**src/rtl/inst_cache_pw_if.sv**
```systemverilog
// Fetch/miss bus of the instruction cache.
//   master : fetch stage + refill/request fabric (drives v_pc, pc, flush, v_fill, fill_line, req_rdy)
//   slave  : inst_cache_pw (drives v_ic_req, local_or_OUT, req_msg, v_inst, inst, hit_cnt, miss_cnt)
// LINE_W must equal 32 * 2^OFF_W of the attached cache.
interface inst_cache_pw_if #(
  parameter int unsigned LINE_W = 128
);
  logic              v_pc;
  logic [31:0]       pc;
  logic              flush;
  logic              v_fill;
  logic [LINE_W-1:0] fill_line;
  logic              req_rdy;
  logic              v_ic_req;
  logic              local_or_OUT;
  logic [47:0]       req_msg;
  logic              v_inst;
  logic [31:0]       inst;
  logic [31:0]       hit_cnt;
  logic [31:0]       miss_cnt;

  modport master (
    output v_pc, pc, flush, v_fill, fill_line, req_rdy,
    input  v_ic_req, local_or_OUT, req_msg, v_inst, inst, hit_cnt, miss_cnt
  );

  modport slave (
    input  v_pc, pc, flush, v_fill, fill_line, req_rdy,
    output v_ic_req, local_or_OUT, req_msg, v_inst, inst, hit_cnt, miss_cnt
  );
endinterface

```
**src/rtl/inst_cache_pw.sv**
```systemverilog
// Direct-mapped instruction cache for one ring-network core.
// Ports:
//   clk, rst      : clock, asynchronous active-high reset
//   bus (slave)   : fetch request/response, miss request (valid/ready), refill line, flush
// Optional feature: define IC_STATS_EN to build saturating hit/miss counters;
//   otherwise hit_cnt/miss_cnt are tied to 0.
// v_inst/inst are combinational: a hit answers in the LOOKUP cycle and a
// refill is bypassed to inst in the same cycle v_fill arrives.
module inst_cache_pw #(
  parameter int unsigned INDEX_W = 5,
  parameter int unsigned OFF_W   = 2,
  parameter int unsigned TAG_W   = 4,
  parameter logic [1:0]  NODE_ID = 2'b00
) (
  input logic            clk,
  input logic            rst,
  inst_cache_pw_if.slave bus
);
  localparam int unsigned NLINES  = 2 ** INDEX_W;
  localparam int unsigned WORDS   = 2 ** OFF_W;
  localparam int unsigned IDX_LSB = OFF_W + 2;
  localparam int unsigned TAG_LSB = IDX_LSB + INDEX_W;

  typedef enum logic [1:0] {IDLE, LOOKUP, REQ, WAIT} state_e;

  state_e             state_q, state_d;
  logic [NLINES-1:0]  valid_q, valid_d;
  logic               flush_pend_q, flush_pend_d;
  logic [31:0]        pc_q, pc_d;

  logic [TAG_W-1:0]           tag_mem  [NLINES];
  logic [WORDS-1:0][31:0]     data_mem [NLINES];
  logic [TAG_W-1:0]           tag_rd_q;
  logic [WORDS-1:0][31:0]     data_rd_q;
  logic [WORDS-1:0][31:0]     fill_words;

  logic               rd_en, tag_we, data_we, hit_c;
  logic               v_inst_c;
  logic [31:0]        inst_c;
  logic [OFF_W-1:0]   cur_word;
  logic [INDEX_W-1:0] cur_idx, rd_idx;
  logic [TAG_W-1:0]   cur_tag;
  logic [1:0]         cur_home;

  // Fields of the latched fetch address; pc is captured when the lookup starts
  assign cur_word   = pc_q[2 +: OFF_W];
  assign cur_idx    = pc_q[IDX_LSB +: INDEX_W];
  assign cur_tag    = pc_q[TAG_LSB +: TAG_W];
  assign cur_home   = cur_tag[TAG_W-1 -: 2];
  assign rd_idx     = bus.pc[IDX_LSB +: INDEX_W];
  assign fill_words = bus.fill_line;
  assign hit_c      = valid_q[cur_idx] && (tag_rd_q == cur_tag);

  // Next-state and datapath control
  always_comb begin
    state_d      = state_q;
    valid_d      = valid_q;
    flush_pend_d = flush_pend_q;
    pc_d         = pc_q;
    rd_en        = 1'b0;
    tag_we       = 1'b0;
    data_we      = 1'b0;
    v_inst_c     = 1'b0;
    inst_c       = '0;

    // A flush seen while busy is remembered and applied in the next IDLE cycle
    if (bus.flush && (state_q != IDLE)) flush_pend_d = 1'b1;

    case (state_q)
      IDLE: begin
        rd_en = bus.v_pc;
        if (bus.flush || flush_pend_q) begin
          valid_d      = '0;
          flush_pend_d = 1'b0;
        end else if (bus.v_pc) begin
          pc_d    = bus.pc;
          state_d = LOOKUP;
        end
      end
      LOOKUP: begin
        if (hit_c) begin
          v_inst_c = 1'b1;
          inst_c   = data_rd_q[cur_word];
          state_d  = IDLE;
        end else begin
          // Line is invalid until the refill lands; tag is written early
          valid_d[cur_idx] = 1'b0;
          tag_we           = 1'b1;
          state_d          = REQ;
        end
      end
      REQ: begin
        if (bus.req_rdy) state_d = WAIT;
      end
      WAIT: begin
        if (bus.v_fill) begin
          tag_we           = 1'b1;
          data_we          = 1'b1;
          valid_d[cur_idx] = 1'b1;
          v_inst_c         = 1'b1;
          inst_c           = fill_words[cur_word];
          state_d          = IDLE;
        end
      end
      default: state_d = IDLE;
    endcase
  end

  // Control state
  always_ff @(posedge clk or posedge rst) begin
    if (rst) begin
      state_q      <= IDLE;
      valid_q      <= '0;
      flush_pend_q <= 1'b0;
      pc_q         <= '0;
    end else begin
      state_q      <= state_d;
      valid_q      <= valid_d;
      flush_pend_q <= flush_pend_d;
      pc_q         <= pc_d;
    end
  end

  // Tag/data arrays: synchronous read indexed by the incoming pc, write by the latched pc
  always_ff @(posedge clk) begin
    if (tag_we)  tag_mem[cur_idx]  <= cur_tag;
    if (data_we) data_mem[cur_idx] <= fill_words;
    if (rd_en) begin
      tag_rd_q  <= tag_mem[rd_idx];
      data_rd_q <= data_mem[rd_idx];
    end
  end

  assign bus.v_inst       = v_inst_c;
  assign bus.inst         = inst_c;
  assign bus.v_ic_req     = (state_q == REQ);
  assign bus.local_or_OUT = (state_q == REQ) && (cur_home == NODE_ID);
  assign bus.req_msg      = (state_q == REQ) ?
                            {cur_home, 1'b1, NODE_ID, 1'b0, 5'b00110, 5'b00000, pc_q} : 48'h0;

`ifdef IC_STATS_EN
  logic [31:0] hit_cnt_q, hit_cnt_d, miss_cnt_q, miss_cnt_d;
  logic        flush_apply;

  assign flush_apply = (state_q == IDLE) && (bus.flush || flush_pend_q);

  // Saturating lookup statistics, cleared whenever a flush takes effect
  always_comb begin
    hit_cnt_d  = hit_cnt_q;
    miss_cnt_d = miss_cnt_q;
    if (flush_apply) begin
      hit_cnt_d  = '0;
      miss_cnt_d = '0;
    end else if (state_q == LOOKUP) begin
      if (hit_c && (hit_cnt_q != 32'hFFFF_FFFF))    hit_cnt_d  = hit_cnt_q + 32'd1;
      if (!hit_c && (miss_cnt_q != 32'hFFFF_FFFF))  miss_cnt_d = miss_cnt_q + 32'd1;
    end
  end

  always_ff @(posedge clk or posedge rst) begin
    if (rst) begin
      hit_cnt_q  <= '0;
      miss_cnt_q <= '0;
    end else begin
      hit_cnt_q  <= hit_cnt_d;
      miss_cnt_q <= miss_cnt_d;
    end
  end

  assign bus.hit_cnt  = hit_cnt_q;
  assign bus.miss_cnt = miss_cnt_q;
`else
  assign bus.hit_cnt  = 32'h0;
  assign bus.miss_cnt = 32'h0;
`endif
endmodule

```
**src/flat_wrapper.sv**
```systemverilog
// flat-port wrapper written by rule: the top's interface ports become plain ports
module inst_cache_pw_flat 
#(
  parameter int unsigned INDEX_W = 5,
  parameter int unsigned OFF_W   = 2,
  parameter int unsigned TAG_W   = 4,
  parameter logic [1:0]  NODE_ID = 2'b00
)
  (clk, rst, bus_v_pc, bus_pc, bus_flush, bus_v_fill, bus_fill_line, bus_req_rdy, bus_v_ic_req, bus_local_or_OUT, bus_req_msg, bus_v_inst, bus_inst, bus_hit_cnt, bus_miss_cnt);
  inst_cache_pw_if #(.LINE_W(128)) bus_i ();
  input logic clk;
  input logic rst;
  input wire logic [$bits(bus_i.v_pc)-1:0] bus_v_pc;
  input wire logic [$bits(bus_i.pc)-1:0] bus_pc;
  input wire logic [$bits(bus_i.flush)-1:0] bus_flush;
  input wire logic [$bits(bus_i.v_fill)-1:0] bus_v_fill;
  input wire logic [$bits(bus_i.fill_line)-1:0] bus_fill_line;
  input wire logic [$bits(bus_i.req_rdy)-1:0] bus_req_rdy;
  output wire logic [$bits(bus_i.v_ic_req)-1:0] bus_v_ic_req;
  output wire logic [$bits(bus_i.local_or_OUT)-1:0] bus_local_or_OUT;
  output wire logic [$bits(bus_i.req_msg)-1:0] bus_req_msg;
  output wire logic [$bits(bus_i.v_inst)-1:0] bus_v_inst;
  output wire logic [$bits(bus_i.inst)-1:0] bus_inst;
  output wire logic [$bits(bus_i.hit_cnt)-1:0] bus_hit_cnt;
  output wire logic [$bits(bus_i.miss_cnt)-1:0] bus_miss_cnt;
  assign bus_i.v_pc = bus_v_pc;
  assign bus_i.pc = bus_pc;
  assign bus_i.flush = bus_flush;
  assign bus_i.v_fill = bus_v_fill;
  assign bus_i.fill_line = bus_fill_line;
  assign bus_i.req_rdy = bus_req_rdy;
  assign bus_v_ic_req = bus_i.v_ic_req;
  assign bus_local_or_OUT = bus_i.local_or_OUT;
  assign bus_req_msg = bus_i.req_msg;
  assign bus_v_inst = bus_i.v_inst;
  assign bus_inst = bus_i.inst;
  assign bus_hit_cnt = bus_i.hit_cnt;
  assign bus_miss_cnt = bus_i.miss_cnt;
  inst_cache_pw #(.INDEX_W(INDEX_W), .OFF_W(OFF_W), .TAG_W(TAG_W), .NODE_ID(NODE_ID)) u_core (.clk(clk), .rst(rst), .bus(bus_i));
endmodule
```
**config.mk**
```make
export PLATFORM = sky130hd
export DESIGN_NAME = inst_cache_pw_flat
export DESIGN_NICKNAME = d
export VERILOG_FILES = /design/src/rtl/inst_cache_pw_if.sv /design/src/rtl/inst_cache_pw.sv /design/src/flat_wrapper.sv
export SDC_FILE = /design/constraint.sdc
export NUM_CORES = 2
export LEC_CHECK = 0
export CORE_MARGIN = 2
export CORE_UTILIZATION = 46
export DETAILED_ROUTE_END_ITERATION = 12
export SYNTH_ARGS = -nofsm -noshare
export SYNTH_HDL_FRONTEND = slang
export SYNTH_MEMORY_MAX_BITS = 65536
export SYNTH_SLANG_ARGS = --single-unit
```
**constraint.sdc**
```tcl
create_clock -name clk -period 20.6 [get_ports clk]
set_input_delay 4.12 -clock clk [delete_from_list [all_inputs] [get_ports clk]]
set_output_delay 4.12 -clock clk [all_outputs]
set_load 0.05 [all_outputs]
```
==> results by group <==
Status
  – Status: completed

STA
  – Hold Violations, Final: 0
  – Fin Setup TNS: 0 ns
  – RSZ-0062 raised after global routing: no
  – Final Max Tran Viols: 0
  – Worst slew pin tran: 1.37 ns
  – Relative slew slack: 0.0834
  – Final setup viols: 0
  – Fin crit period: 11.57 ns
  – Setup Skew: 0.0621 ns
  – Fmax: 0.0864 GHz
  – Final period utilization: 0.562
  – Post-route worst setup slack: 9.03 ns

Placed design
  – Placed Instances: 12300
  – Port bufs: 237
  – DP Wirelength: 244000 um
  – Placer congestion estimate: 0.771
  – Worst slack at placement: 9.14 ns

Logic synthesis
  – Post-synth EDFFs: 4356
  – Async SR Flop Fraction: 0.0151
  – Register area share after synthesis: 0.779
  – Mapped Area: 170000 sq um
  – Synth cell types: 48
  – Syn Area/Cell: 23.5 sq um
  – Synthesis warning total: 0
  – Synthesized flop and latch total: 4423
  – Top FF cell, synth: edfxtp_1
  – Post-synth top area cell: edfxtp_1
  – Synth top area cells: edfxtp_1 (77%), mux4_2 (15%), mux2i_1 (3.2%)
  – Cells after synthesis: 7234
  – Synth top area share: 0.769

Detailed routing
  – Via density per instance: 6.29
  – First-pass iteration count of the detailed router: 6
  – DR DRC count: 0
  – DR iter-0 viols: 11700
  – Vias: 82600
  – Wire per inst: 36.6 um
  – Wirelength, routed: 480000 um
  – ANT nets after route: 0

Hold path
  – Hold Path Class: register to register

Clocking
  – Worst-skew pair later-pin latency: 0.98 ns
  – Total clock sinks: 4423
  – CTS H-tree depth: 5
  – Clock tree buffer depth: 4
  – Root buf cell: clkbuf_16
  – PostCTS Resize Cnt: 0
  – CTS tree: built
  – Clock-pin transition on the worst setup and hold timing paths: 0.06 ns
  – Hold buffers post-CTS: 0
  – Setup Buffers After CTS: 0
  – Num CTS Buffers: 443

Power
  – Power density cells: 105 nW/um^2
  – VDD IR max: 0.0000847 V
  – Leakage: 62.0 nW

Die
  – Die H: 612 um
  – Initial Util: 0.462
  – Core Region: 369000 sq um
  – Die width: 612 um
  – Die footprint: 375000 sq um
  – I/O pin total: 313
  – Number of placement rows: 223

Worst setup path
  – CP cell instances: clkdlybuf4s50_1, mux4_2, nand2_1, o31ai_1, clkdlybuf4s50_1
  – Crit-path most repeated cell: clkdlybuf4s50_1
  – Worst path bufs/invs: 2
  – CP arrival: 7.45 ns
  – Critical path class: primary input to primary output
  – Worst Path Max Fanout: 33
  – Top delay family on crit path: buffers and inverters
  – Data required, critical path: 16.48 ns
  – Nature of the critical path endpoint: primary output
  – Largest stage delay, worst path: 1.37 ns
  – Worst Setup Start Kind: primary input
  – CP max-delay cell: clkdlybuf4s50_1

GRT
  – GRT Total Usage: 0.254
  – First-pass GRT wire length: 661000 um
  – Initial antenna violation count: 59
  – Vias in the first global route: 82600
  – GR Overflow Total: 0
  – Largest net degree at the start of global routing: 109

Final layout
  – Fraction of layout cells with a size suffix above 1: 0.265
  – Post-Layout Cell Count: 13100
  – Final Net Count: 7976
  – P&R area growth vs syn: 14.1%

Run
  – Max Cap Violations: 0
## Yosys cell counts, types with 2 or more instances
master / instances
nor3_1: 33
nand3b_1: 2
a21oi_1: 66
dfrtp_1: 67
and3_1: 33
nand2b_1: 3
a221oi_1: 132
edfxtp_1: 4356
nor2b_1: 2
buf_1: 69
a22o_1: 133
mux4_2: 1122
nor4_1: 5
o22ai_1: 3
buf_6: 4
nor2_1: 38
mux2i_1: 539
buf_4: 83
mux2_2: 33
buf_2: 141
nand2_1: 40
nand3_1: 4
o31ai_1: 32
inv_1: 34
and2_1: 34
clkbuf_1: 201
xnor2_1: 4
## routing by layer
metal,GRT usage,wire length [um]
met1,0.363,193000
met2,0.412,234000
met3,0.0365,39800
met4,0.0690,13800
met5,0,40
## state kept, by name, summed over array words and instances (netlist names), named ones only
register	count
u_core.data_mem	4096
u_core.data_rd_q	128
u_core.flush_pend_q	1
u_core.pc_q	32
u_core.state_q	1
u_core.tag_mem	128
u_core.tag_rd_q	4
u_core.valid_q	32
## per-stage QoR
stage | area [sq um] | utilization | hold slack, ns | total power [mW]
after global placement | 180000 | 0.487 | 0.481 | 12.5
after CTS | 194000 | 0.526 | 0.504 | 20.5
final | 194000 | 0.527 | 0.503 | 20.4
after floorplan | 170000 | - | 0.470 | 11.8
after global routing | 194000 | 0.527 | 0.517 | 21.0
after detailed placement | 180000 | 0.487 | 0.489 | 12.6
## final cells by class
| type | count | area, sq um |
|---|---|---|
| fillers | 28000 | 175000 |
| clock buffers | 512 | 11400 |
| clock inverters | 295 | 2930 |
| flip-flops and latches | 4423 | 132000 |
| repair buffers | 555 | 5220 |
| diodes | 8 | 20.0 |
| inverters | 34 | 128 |
| well taps | 4950 | 6190 |
| multi-input cells | 2353 | 35700 |
## final timing paths
check                                                 start                                 end  slack (ns)  cells after the start
worst min register to register  u_core.pc_q[19]$_DFFE_PP0P_         u_core.pc_q[19]$_DFFE_PP0P_        0.50                      1
max in group asynchronous                               rst          u_core.pc_q[3]$_DFFE_PP0P_       16.20                      3
worst min-delay path            u_core.pc_q[19]$_DFFE_PP0P_         u_core.pc_q[19]$_DFFE_PP0P_        0.50                      1
worst max register to register   u_core.pc_q[6]$_DFFE_PP0P_  u_core.data_mem[22][118]$_DFFE_PP_       15.24                      6
min in group asynchronous                               rst         u_core.pc_q[14]$_DFFE_PP0P_        3.73                      3
worst max-delay path                      bus_fill_line[89]                        bus_inst[25]        9.03                      5
## power breakdown
group	switching, mW	internal, mW	total [mW]
clock network	3.45	4.58	8.03
logic	1.29	0.681	1.97
registers	0.171	10.2	10.4
## cell usage in the layout, fill, tap and decap left out, types with 5 or more instances in the layout
| cell type | synthesis | routed |
|---|---|---|
| clkinv_1 | 0 | 112 |
| nor3_1 | 33 | 5 |
| mux2_2 | 33 | 33 |
| buf_4 | 83 | 283 |
| a22o_1 | 133 | 133 |
| clkinvlp_4 | 0 | 15 |
| and2_1 | 34 | 32 |
| o31ai_2 | 0 | 6 |
| diode_2 | 0 | 8 |
| clkinv_8 | 0 | 5 |
| clkdlybuf4s50_1 | 0 | 234 |
| clkbuf_16 | 0 | 446 |
| clkinv_16 | 0 | 6 |
| inv_1 | 34 | 33 |
| conb_1 | 1 | 75 |
| nor2_1 | 38 | 37 |
| nand2_1 | 40 | 39 |
| a21oi_1 | 66 | 66 |
| a221oi_1 | 132 | 132 |
| nor3_2 | 0 | 28 |
| o31ai_1 | 32 | 26 |
| dfrtp_1 | 67 | 65 |
| clkbuf_1 | 201 | 65 |
| mux2i_1 | 539 | 539 |
| inv_16 | 0 | 6 |
| inv_6 | 0 | 7 |
| bufinv_16 | 0 | 49 |
| edfxtp_1 | 4356 | 4356 |
| buf_12 | 0 | 34 |
| clkinv_2 | 0 | 93 |
| mux4_2 | 1122 | 1122 |
| and3_1 | 33 | 32 |
## cell families after synthesis
| group | Yosys count | share of synthesized area |
|---|---|---|
| AOI/OAI and AO/OA | 376 | 0.0177 |
| xor gates and xnor gates | 4 | 0.000206 |
| buffers and inverters | 532 | 0.0148 |
| DFF | 4423 | 0.779 |
| muxes | 1694 | 0.182 |
| other | 1 | 0.0000220 |
| and+or+nand+nor | 204 | 0.00623 |
## worst reg2reg max path, stage by stage (launching register included)
cell and delay, ns:
dfrtp_1 1.07, nand3b_1 0.52, nor3_2 0.22, buf_4 0.77
buf_4 0.91, buf_4 0.75, buf_4 0.68
No activity file was read; power rests on OpenSTA's default activity.
